--- src/rtl/seq_counter.sv ---
// rtl/seq_counter.sv - sequence counter and timing-state controller for the CPU control unit
//
// Generates the n-bit timing index that drives the timing decoder, tracks the
// IDLE/RUN/HALTED execution state, counts completed instructions and raises a
// sticky flag when an instruction runs past the last legal timing index.
//
// Optional feature: define SEQ_SINGLE_STEP_EN to add single-step control.
//
// Ports:
//   clk        in   system clock, rising edge
//   rst_n      in   asynchronous active-low reset
//   start      in   start request (IDLE/HALTED -> RUN)
//   hlt        in   halt request from control logic
//   clr_sc     in   end of instruction, timing index restarts at T0
//   ovf_clr    in   clears the sticky overrun flag
//   step_mode  in   (SEQ_SINGLE_STEP_EN) single-step mode enable
//   step_req   in   (SEQ_SINGLE_STEP_EN) step request, rising edge advances
//   sc         out  timing index to the decoder ilines
//   run        out  high while in RUN
//   halted     out  high while in HALTED
//   ovf        out  sticky overrun flag
//   icount     out  completed-instruction count (wraps)

module seq_counter #(
  parameter int n    = 4,
  parameter int MAXT = (2 ** n) - 1,
  parameter int ICW  = 16
) (
  input  logic           clk,
  input  logic           rst_n,
  input  logic           start,
  input  logic           hlt,
  input  logic           clr_sc,
  input  logic           ovf_clr,
`ifdef SEQ_SINGLE_STEP_EN
  input  logic           step_mode,
  input  logic           step_req,
`endif
  output logic [n-1:0]   sc,
  output logic           run,
  output logic           halted,
  output logic           ovf,
  output logic [ICW-1:0] icount
);

  typedef enum logic [1:0] {
    IDLE   = 2'd0,
    RUN    = 2'd1,
    HALTED = 2'd2
  } state_t;

  localparam logic [n-1:0] MAXT_SC = n'(MAXT);

  state_t         state;
  state_t         state_next;
  logic [n-1:0]   sc_next;
  logic [ICW-1:0] icount_next;
  logic           ovf_set;
  logic           ovf_next;
  logic           advance;

`ifdef SEQ_SINGLE_STEP_EN
  // Two-stage history of step_req; the edge is seen one cycle after the
  // request is first sampled, which keeps the step path fully registered.
  logic step_d1;
  logic step_d2;
  logic step_edge;

  always_ff @(posedge clk or negedge rst_n) begin
    if (!rst_n) begin
      step_d1 <= 1'b0;
      step_d2 <= 1'b0;
    end else begin
      step_d1 <= step_req;
      step_d2 <= step_d1;
    end
  end

  assign step_edge = step_d1 & ~step_d2;
`endif

  always_comb begin
`ifdef SEQ_SINGLE_STEP_EN
    advance = !step_mode || step_edge;
`else
    advance = 1'b1;
`endif
  end

  always_comb begin
    state_next  = state;
    sc_next     = sc;
    icount_next = icount;
    ovf_set     = 1'b0;
    case (state)
      IDLE: begin
        sc_next = '0;
        if (start) state_next = RUN;
      end
      RUN: begin
        // Without a step edge in step mode nothing moves and hlt/clr_sc are dropped.
        if (advance) begin
          if (hlt) begin
            state_next  = HALTED;
            sc_next     = '0;
            icount_next = icount + ICW'(1);
          end else if (clr_sc) begin
            sc_next     = '0;
            icount_next = icount + ICW'(1);
          end else if (sc < MAXT_SC) begin
            sc_next = sc + n'(1);
          end else begin
            // Ran past the last timing slot: restart at T0, not a completed instruction.
            sc_next = '0;
            ovf_set = 1'b1;
          end
        end
      end
      HALTED: begin
        sc_next = '0;
        if (start) state_next = RUN;
      end
      default: begin
        state_next = IDLE;
        sc_next    = '0;
      end
    endcase
    // A new overrun beats a simultaneous clear.
    ovf_next = ovf_set | (ovf & ~ovf_clr);
  end

  always_ff @(posedge clk or negedge rst_n) begin
    if (!rst_n) begin
      state  <= IDLE;
      sc     <= '0;
      run    <= 1'b0;
      halted <= 1'b0;
      ovf    <= 1'b0;
      icount <= '0;
    end else begin
      state  <= state_next;
      sc     <= sc_next;
      run    <= (state_next == RUN);
      halted <= (state_next == HALTED);
      ovf    <= ovf_next;
      icount <= icount_next;
    end
  end

endmodule

--- config.mk ---
export PLATFORM = sky130hd
export DESIGN_NAME = seq_counter
export DESIGN_NICKNAME = d
export VERILOG_FILES = /design/src/rtl/seq_counter.sv
export SDC_FILE = /design/constraint.sdc
export NUM_CORES = 1
export LEC_CHECK = 0
export CAP_MARGIN = 30
export CORE_ASPECT_RATIO = 1.75
export CORE_MARGIN = 5
export CORE_UTILIZATION = 40
export DETAILED_ROUTE_END_ITERATION = 7
export PLACE_DENSITY = 0.67
export SLEW_MARGIN = 20
export SYNTH_ARGS = -nofsm -noshare
export SYNTH_HDL_FRONTEND = slang
export SYNTH_SLANG_ARGS = --single-unit
export TNS_END_PERCENT = 10
--- constraint.sdc ---
create_clock -name clk -period 2.4 [get_ports clk]
set_input_delay 0.48 -clock clk [delete_from_list [all_inputs] [get_ports clk]]
set_output_delay 0.48 -clock clk [all_outputs]
set_load 0.03 [all_outputs]
After elaboration in Yosys (flattened, before gate mapping)
Index checks and enable logic that the tools add are counted.
W data, S select, Z words.
{"block": "totals", "ff_bits": 25, "out_inout_bits": 23}
{"block": "classes", "addsub": 2, "n_lt_le_gt_ge": 1, "n_eq_ne": 4, "n_mux": 13, "bitwise_logic": 3, "reduce_logical": 4}
{"op": "$mux W16", "count": 2}
{"op": "$add A16 B1 Y16 const B", "count": 1}
{"op": "$mux W4", "count": 4}
{"op": "$add A4 B1 Y4 const B", "count": 1}
{"op": "$eq A2 B1 Y1 const B", "count": 2}
{"op": "$eq A2 B2 Y1 const B", "count": 2}
{"op": "$lt A4 B4 Y1 const B", "count": 1}
{"op": "$mux W1", "count": 4}
{"op": "$mux W2", "count": 2}
{"op": "$pmux W2 S2", "count": 1}
{"op": "$logic_not A2 Y1", "count": 1}
{"op": "$reduce_and A2 Y1", "count": 1}
{"op": "$reduce_bool A2 Y1", "count": 1}
{"op": "$reduce_or A2 Y1", "count": 1}
{"op": "$and A1 B1 Y1", "count": 1}
{"op": "$not A1 Y1", "count": 1}
{"op": "$or A1 B1 Y1", "count": 1}

Logic depth before layout (Yosys ltp)
Gate-level depths: netlist of run 1.
{"block": "logic_depth", "word_depth": 6, "depth_mapped": 4, "ltp_nobuf": 4}

Worst setup path before layout of run 1
OpenSTA, ideal clock, no wires.
{"block": "synth_timing", "kind": "reg-to-reg", "startpoint": "reg icount[8]", "endpoint": "reg icount[14]", "setup_ns": 0.080, "t_arrival_ns": 1.351, "required_ns": 2.320, "slack_ns": 0.969, "path_stages_with_launch": 5, "path_buffers": 0, "period_less_slack_ns": 1.431, "path_cell_list": "dfrtp_1 > and4_2 > nand4_4 > nor3_1 > xnor2_1"}
{"block": "synth_via", "elab_chain_cells": 3}
{"item": "from (decl)", "line_no": "43", "text": "output logic [ICW-1:0] icount"}
{"item": "from (signal assigned)", "line_no": "146", "text": "icount <= icount_next;"}
{"item": "$add A16 B1 Y16 (*)", "line_no": "106, 109"}
{"item": "$mux W16", "line_no": "107", "text": "end else if (clr_sc) begin"}
{"item": "$mux W16 (*)", "line_no": "103", "text": "if (hlt) begin"}
Every way passes the cells marked *; elsewhere a longest branch is shown, timed or not. The select of a mux whose other input is x is not followed.
A chain may end at the register's enable or synchronous reset.

Worst setup path in the final report of run 1
{"block": "layout_timing", "startpoint": "reg icount[0]", "endpoint": "out icount[0]"}
No word-level cell between the ends.

==> results of run 1 <==
## cells in the mapped netlist (3+ instances only)
master	instances	area [um^2]
sky130_fd_sc_hd__nand2_1	4	15.0
sky130_fd_sc_hd__inv_1	4	15.0
sky130_fd_sc_hd__dfrtp_1	25	626
sky130_fd_sc_hd__nor3_1	6	30.0
sky130_fd_sc_hd__o21ai_0	3	15.0
sky130_fd_sc_hd__xor2_1	10	87.6
sky130_fd_sc_hd__mux2_2	3	33.8
sky130_fd_sc_hd__nand3_1	3	15.0
sky130_fd_sc_hd__nand4_1	3	18.8
sky130_fd_sc_hd__nor2_1	5	18.8
sky130_fd_sc_hd__xnor2_1	6	52.6
## logic make-up after synthesis
group	after synthesis
flops	25
mux	3
buf+inv	4
fa+ha+maj	2
compound gates	6
simple gates	36
xor+xnor	16
## report_power, final
group | internal (mW) | switching (mW)
registers | 0.482 | 0.0876
logic | 0.168 | 0.201
clock network | 0.118 | 0.124
total | 0.768 | 0.413
## final cells by class
cell class	instances	area share
inverter	4	0.00995
sequential	25	0.415
tap	27	0.0224
multi-input combinational	63	0.333
timing repair buffer	29	0.191
clock buffer	4	0.0299
## state kept, by name (all words and copies together) (netlist names)
register	cells
icount	16
halted	1
run	1
sc	4
state	2
ovf	1
## placed cells by master, fill, tap and decap left out, drive strengths merged, types with 4 or more instances in the layout
master / Yosys / final
inv: 4 / 4
xnor2: 6 / 6
xor2: 10 / 10
clkdlybuf4s50: 0 / 28
nor2: 5 / 5
nand4: 4 / 4
clkbuf: 0 / 4
dfrtp: 25 / 25
nand2: 4 / 4
nor3: 6 / 6
nand3: 4 / 4
## metal layers
| metal | wire, um | vias up | GRT usage | share of wire |
|---|---|---|---|---|
| li1 | - | 387 | - | - |
| met5 | 0 | - | 0 | 0 |
| met2 | 1210 | 20 | 0.220 | 0.54 |
| met1 | 901 | 374 | 0.142 | 0.40 |
| met4 | 15 | 0 | 0.0460 | 0.0067 |
| met3 | 117 | 2 | 0.0278 | 0.052 |
## stage by stage
stage / cells / hold WS, ns / util
2_1_floorplan: 92 / 0.184 / -
3_3_place_gp: 148 / 0.456 / 0.538
3_5_place_dp: 148 / 0.462 / 0.538
4_1_cts: 152 / 0.474 / 0.554
5_1_grt: 152 / 0.483 / 0.554
6_report: 152 / 0.464 / 0.554
## worst register-to-register path, cell delays in order (launching register included)
cell                       delay, ns
sky130_fd_sc_hd__dfrtp_1        0.40
sky130_fd_sc_hd__and2b_4        0.29
sky130_fd_sc_hd__nand4b_4       0.16
sky130_fd_sc_hd__nor4_4         0.29
sky130_fd_sc_hd__xor2_1         0.15
## worst max path at each step
stage,startpoint,end,cells after the start
after floorplan,icount[8]$_DFFE_PN0P_,icount[14]$_DFFE_PN0P_,4
after CTS,icount[11]$_DFFE_PN0P_,icount[11],1
after detailed placement,hlt,icount[5]$_DFFE_PN0P_,5
final,icount[0]$_DFFE_PN0P_,icount[0],1
after global routing,icount[0]$_DFFE_PN0P_,icount[0],1
after global placement,hlt,icount[5]$_DFFE_PN0P_,5
==> qor.txt, run 1 <==
OUTCOME
------------------------------------------------------------------------------------------
Outcome                                                                       finished, final reports clean

CLOCKING
------------------------------------------------------------------------------------------
Clk_lat worst skew                                                                 0.26 ns
Count of hold buffers inserted by post-cts repair                                        0
Post-cts resize count                                                                    0
Clock slew at reported path FFs                                                    0.08 ns
CTS H-tree depth                                                                         1
Number of buffers created by CTS                                                         3
Cell at the root of the clock tree                                            sky130_fd_sc_hd__clkbuf_8
CTS tree                                                                              done
Post-CTS Repair Setup Buffers                                                            0
Max Buffers Root-to-Sink                                                                 2
Count of clock tree sinks                                                               25

TIMING
------------------------------------------------------------------------------------------
Final hold viol count                                                                    0
Final number of setup-violating endpoints                                                0
Fin crit period                                                                    1.94 ns
Total Neg Setup Slack                                                                 0 ns
Fin Clk Skew                                                                    0.00218 ns
Final worst-path cycle share                                                         0.808
Final slew viol count                                                                    0
Unrepaired setup endpoints after global routing                                      false
Setup WS post-layout                                                              0.462 ns
Slew margin rel.                                                                     0.775
Slew at the pin closest to its max-slew limit                                     0.337 ns
Fmax                                                                             0.516 GHz

SYNTHESIS
------------------------------------------------------------------------------------------
Mapped Nets                                                                            100
Post-Syn Instances                                                                      92
Share of synthesized cell area in full adder, half adder and majority cells         0.0219
Share of flip-flops with an asynchronous set or reset                                 1.00
Simple-gate share of the synthesized area                                            0.238
Yosys warning total                                                                      0
Flip-flop and latch count after synthesis                                               25
Synthesized area per cell                                                        12.4 um^2
Dominant combinational cell family by area after synthesis                    simple AND/OR/NAND/NOR gates
Synth Flop Type                                                               sky130_fd_sc_hd__dfrtp_1
Compound-Gate Fraction of Synth Area                                                0.0274
Post-synthesis mux area share                                                       0.0296
Count of flip-flops with a built-in enable after synthesis                               0
Fraction of the yosys area taken by sequential cells                                 0.548
Post-synthesis instance area                                                     1140 um^2
Xor/xnor share of the synthesized area                                               0.123
Number of library cell types mapped by synthesis                                        26

FLOORPLANNING
------------------------------------------------------------------------------------------
Initial cell density of the core                                                     0.420
Core ar.                                                                         2720 um^2
Die width                                                                          50.4 um
Die Span Y                                                                         80.7 um
Row cnt                                                                                 25
Area enclosed by the die boundary                                                4070 um^2
I/O pins                                                                                29

WORST SETUP PATH
------------------------------------------------------------------------------------------
Crit path cell chain                                                          clkdlybuf4s50_1
Top Family by Delay on Critical Path                                          buffers and inverters
Critical-path maximum fanout                                                             5
Total buffers and inverters traversed by the critical path                               1
Startpoint kind of the worst setup timing path                                   flip-flop
Worst r2r dst                                                                 icount[15]$_DFFE_PN0P_
Worst path max stage delay                                                         0.72 ns
Critical-path top delay cell                                                  sky130_fd_sc_hd__clkdlybuf4s50_1
R2R Path Start                                                                state[1]$_DFF_PN0_
Arrival time at the worst endpoint                                                 1.46 ns
Nature of the critical path endpoint                                            output pin
Reg-to-reg setup timing slack                                                      1.03 ns
Worst endpoint required time                                                       1.92 ns
Reg2Reg Depth                                                                            4
Critical path class                                                             reg -> out

GRT
------------------------------------------------------------------------------------------
Largest net degree at the start of global routing                                       26
Total overflow reported by the global router                                             0
Vias in the first global route                                                         831
Initial antenna violation count                                                          0
All-layer global routing usage                                                       0.125
Wire length of the first global-routing pass                                       3910 um

HOLD PATH
------------------------------------------------------------------------------------------
Worst hold path endpoint                                                      icount[15]$_DFFE_PN0P_
Class of the most critical hold timing path                                     reg -> reg
Worst hold path startpoint                                                    icount[15]$_DFFE_PN0P_
Hold depth                                                                               1

PLACE
------------------------------------------------------------------------------------------
GP Congestion                                                                        0.773
Total placed instance area                                                       1460 um^2
Post-placement setup slack                                                        0.489 ns
Dpl hpwl                                                                           1750 um
Port buffer count                                                                       28

FINAL LAYOUT
------------------------------------------------------------------------------------------
Area growth from synthesis to layout                                                 32.1%
Fraction of final layout cells sized beyond drive strength 1                         0.136
Post-Layout Inst Area                                                            1510 um^2
Footprint of the multi-input gates                                                502 um^2
Seq. cell area                                                                    626 um^2
Fillers                                                                                256
Antenna diodes                                                                           0
Final layout net count                                                                 134

ROUTE
------------------------------------------------------------------------------------------
First DRT Iteration DRCs                                                                38
Count of antenna-violating nets left after detailed routing                              0
Via-per-instance ratio                                                                5.15
Routed wire length                                                                 2250 um
Number of detailed-routing iterations run before antenna repair                          4
Average routed wire per standard cell                                              14.8 um
Final routed DRC violation total                                                         0
DR vias                                                                                783

POWER
------------------------------------------------------------------------------------------
Areal power density over the cells                                             783 nW/um^2
Cell leakage power                                                                0.686 nW
Max IR drop VDD                                                                 0.000687 V
Sum of internal, switching and leakage power                                       1.18 mW

RUN
------------------------------------------------------------------------------------------
Number of max-capacitance violations reported                                            0

No activity file was read; power rests on OpenSTA's default activity.
==> run 2: changes to the inputs <==
--- a/config.mk
+++ b/config.mk
@@ -10,7 +10,7 @@
 export CORE_MARGIN = 5
 export CORE_UTILIZATION = 40
 export DETAILED_ROUTE_END_ITERATION = 7
-export PLACE_DENSITY = 0.67
+export PLACE_DENSITY = 0.7
 export SLEW_MARGIN = 20
 export SYNTH_ARGS = -nofsm -noshare
 export SYNTH_HDL_FRONTEND = slang
==> constraint.sdc (replaced) <==
create_clock -name clk -period 1.7 [get_ports clk]
set_input_delay 0.34 -clock clk [delete_from_list [all_inputs] [get_ports clk]]
set_output_delay 0.34 -clock clk [all_outputs]
set_load 0.03 [all_outputs]
==> run 2 against run 1 <==
Effect of this change:
- sequential power is 39% higher
- setup slack worse by 0.42 ns
- global-route usage down 0.57 points
- clock-buffer cell count shrank 1
- clock power up 40%
- die area is the same
- power rose by 38%
- cell count up 2.0%
- design area grew 0.41%
- sequential cell count is the same
- critical path type unchanged
- largest cell class unchanged
- largest power group unchanged
- highest routed layer unchanged
==> qor.txt, run 2 (synthesis gave the netlist of run 1 again) <==
OUTCOME
------------------------------------------------------------------------------
Outcome                                                           finished, final reports clean   unchanged

FLOORPLANNING
------------------------------------------------------------------------------
I/O pins                                                                    29   unchanged
Core ar.                                                             2720 um^2   unchanged
Area enclosed by the die boundary                                    4070 um^2   unchanged
Initial cell density of the core                                         0.420   unchanged
Die width                                                              50.4 um   unchanged
Row cnt                                                                     25   unchanged
Die Span Y                                                             80.7 um   unchanged

WORST SETUP PATH
------------------------------------------------------------------------------
Top Family by Delay on Critical Path                              buffers and inverters   unchanged
Crit path cell chain                                              clkdlybuf4s50_1   unchanged
Total buffers and inverters traversed by the critical path                   1   unchanged
Worst r2r dst                                                     icount[8]$_DFFE_PN0P_   was icount[15]$_DFFE_PN0P_
Worst endpoint required time                                           1.36 ns   was 1.92 ns
Reg2Reg Depth                                                                5   was 4
Reg-to-reg setup timing slack                                          0.30 ns   was 1.03 ns
Nature of the critical path endpoint                                output pin   unchanged
Critical-path top delay cell                                      sky130_fd_sc_hd__clkdlybuf4s50_1   unchanged
R2R Path Start                                                    icount[0]$_DFFE_PN0P_   was state[1]$_DFF_PN0_
Arrival time at the worst endpoint                                     1.32 ns   was 1.46 ns
Critical path class                                                 reg -> out   unchanged
Critical-path maximum fanout                                                 2   was 5
Worst path max stage delay                                             0.68 ns   was 0.72 ns
Startpoint kind of the worst setup timing path                       flip-flop   unchanged

GRT
------------------------------------------------------------------------------
Total overflow reported by the global router                                 0   unchanged
Most heavily used metal layer in global routing                           met2   unchanged
Vias in the first global route                                             865   was 831
Initial antenna violation count                                              0   unchanged
Met3 Track Usage GR                                                     0.0334   was 0.0278
Met2 track utilization from global routing                               0.199   was 0.220
Wire length of the first global-routing pass                           3820 um   was 3910 um
GR Util met1                                                             0.141   was 0.142
All-layer global routing usage                                           0.119   was 0.125
Largest net degree at the start of global routing                           26   unchanged

PLACE
------------------------------------------------------------------------------
GP Congestion                                                            0.738   was 0.773
Number of cells after detailed placement                                   151   was 148
Dpl hpwl                                                               1680 um   was 1750 um
Port buffer count                                                           28   unchanged

CLOCKING
------------------------------------------------------------------------------
Clk_lat worst skew                                                     0.26 ns   about the same
Cell at the root of the clock tree                                sky130_fd_sc_hd__clkbuf_8   unchanged
Post-CTS Repair Setup Buffers                                                0   unchanged
Max Buffers Root-to-Sink                                                     2   unchanged
CTS H-tree depth                                                             1   unchanged
Count of clock tree sinks                                                   25   unchanged
Clock slew at reported path FFs                                        0.09 ns   was 0.08 ns
CTS tree                                                                  done   unchanged
Count of hold buffers inserted by post-cts repair                            0   unchanged
Number of buffers created by CTS                                             3   unchanged

TIMING
------------------------------------------------------------------------------
Final hold viol count                                                        0   unchanged
Fmax                                                                 0.603 GHz
Final slew viol count                                                        0   unchanged
Final number of setup-violating endpoints                                    0   unchanged
Slew at the pin closest to its max-slew limit                         0.337 ns   about the same
Unrepaired setup endpoints after global routing                          false   unchanged
Fin Clk Skew                                                        0.00649 ns   was 0.00218 ns
Fin crit period                                                        1.66 ns
Final worst-path cycle share                                             0.975
Slew margin rel.                                                         0.774   was 0.775

FINAL LAYOUT
------------------------------------------------------------------------------
Number of flip-flops in the largest register                                16   unchanged
Fillers                                                                    250   was 256
Register with the highest flop count                                    icount   unchanged
Most common library cell in the layout ignoring fill and taps     sky130_fd_sc_hd__dfrtp_1   was sky130_fd_sc_hd__clkdlybuf4s50_1
Fraction of final layout cells sized beyond drive strength 1             0.164   was 0.136
Antenna diodes                                                               0   unchanged
Area growth from synthesis to layout                                     32.6%   was 32.1%
Post-route non-filler standard cell count                                  155   was 152
Final layout net count                                                     137   was 134
Commonest cells after routing, fill and taps aside                25 x sky130_fd_sc_hd__dfrtp_1, 16 x sky130_fd_sc_hd__dlygate4sd2_1, 11 x sky130_fd_sc_hd__clkdlybuf4s50_1   was 28 x sky130_fd_sc_hd__clkdlybuf4s50_1, 25 x sky130_fd_sc_hd__dfrtp_1, 10 x sky130_fd_sc_hd__xor2_1
Final design utilization                                                 0.557   was 0.554
Largest regs                                                      icount (16), sc (4), state (2)   unchanged

POWER
------------------------------------------------------------------------------
Max IR drop VDD                                                      0.00107 V   was 0.000687 V
Cell leakage power                                                    0.778 nW   was 0.686 nW
Areal power density over the cells                                1080 nW/um^2   was 783 nW/um^2

ROUTE
------------------------------------------------------------------------------
Final routed DRC violation total                                             0   unchanged
Average routed wire per standard cell                                  13.8 um   was 14.8 um
DR vias                                                                    828   was 783
Routed wire length                                                     2140 um   was 2250 um
Count of antenna-violating nets left after detailed routing                  0   unchanged
Via-per-instance ratio                                                    5.34   was 5.15
Number of detailed-routing iterations run before antenna repair              4   unchanged
First DRT Iteration DRCs                                                     9   was 38

HOLD PATH
------------------------------------------------------------------------------
Class of the most critical hold timing path                        in -> async   was reg -> reg

RUN
------------------------------------------------------------------------------
Number of max-capacitance violations reported                                0   unchanged

run 2: repair_timing:
item	CTS	global route
pin swaps	0	0
resized for setup	16	1
setup endpoints to repair	16	1
run 2: worst max-delay path by stage:
stage,startpoint,endpoint,slack [ns],cells past startpoint
floorplan,icount[8]$_DFFE_PN0P_,icount[14]$_DFFE_PN0P_,0.27,4
detailed placement,hlt,icount[5]$_DFFE_PN0P_,-0.007,5
finish,icount[15]$_DFFE_PN0P_,icount[15],0.04,1
global placement,hlt,icount[5]$_DFFE_PN0P_,0.01,5
CTS,sc[3]$_DFF_PN0_,sc[3],0.02,1
global route,icount[15]$_DFFE_PN0P_,icount[15],0.005,1
run 2: layout make-up:
type / instances / area [um^2] / share of cell area
Sequential cell: 25 / 626 / 0.413
Multi-Input combinational cell: 63 / 502 / 0.331
Clock inverter: 1 / 5.00 / 0.00330
Inverter: 4 / 15.0 / 0.00991
Tap cell: 27 / 33.8 / 0.0223
Timing Repair Buffer: 32 / 293 / 0.193
Clock buffer: 3 / 41.3 / 0.0273
run 2: stage by stage:
step / setup slack, ns / cell area [um^2] / power, mW / hold WS (ns) / TNS (ns)
final: 0.0427 / 1520 / 1.63 / 0.436 / 0
after CTS: 0.0202 / 1510 / 1.66 / 0.443 / 0
after global routing: 0.00523 / 1520 / 1.73 / 0.474 / 0
after floorplan: 0.269 / 1140 / 1.11 / 0.0444 / 0
after detailed placement: -0.00682 / 1490 / 1.36 / 0.465 / -0.00900
after global placement: 0.0139 / 1490 / 1.36 / 0.455 / 0
run 2: metal layers:
layer | up-vias | share of wire
li1 | 393 | -
met1 | 410 | 0.40
met2 | 23 | 0.52
met3 | 2 | 0.070
met4 | 0 | 0.0079
met5 | - | 0
run 2: power by group:
group	internal, mW	switching [mW]	leakage, nW
Sequential	0.680	0.110	0.323
Combinational	0.206	0.296	0.430
Clock	0.163	0.175	0.0255
Total	1.05	0.581	0.778
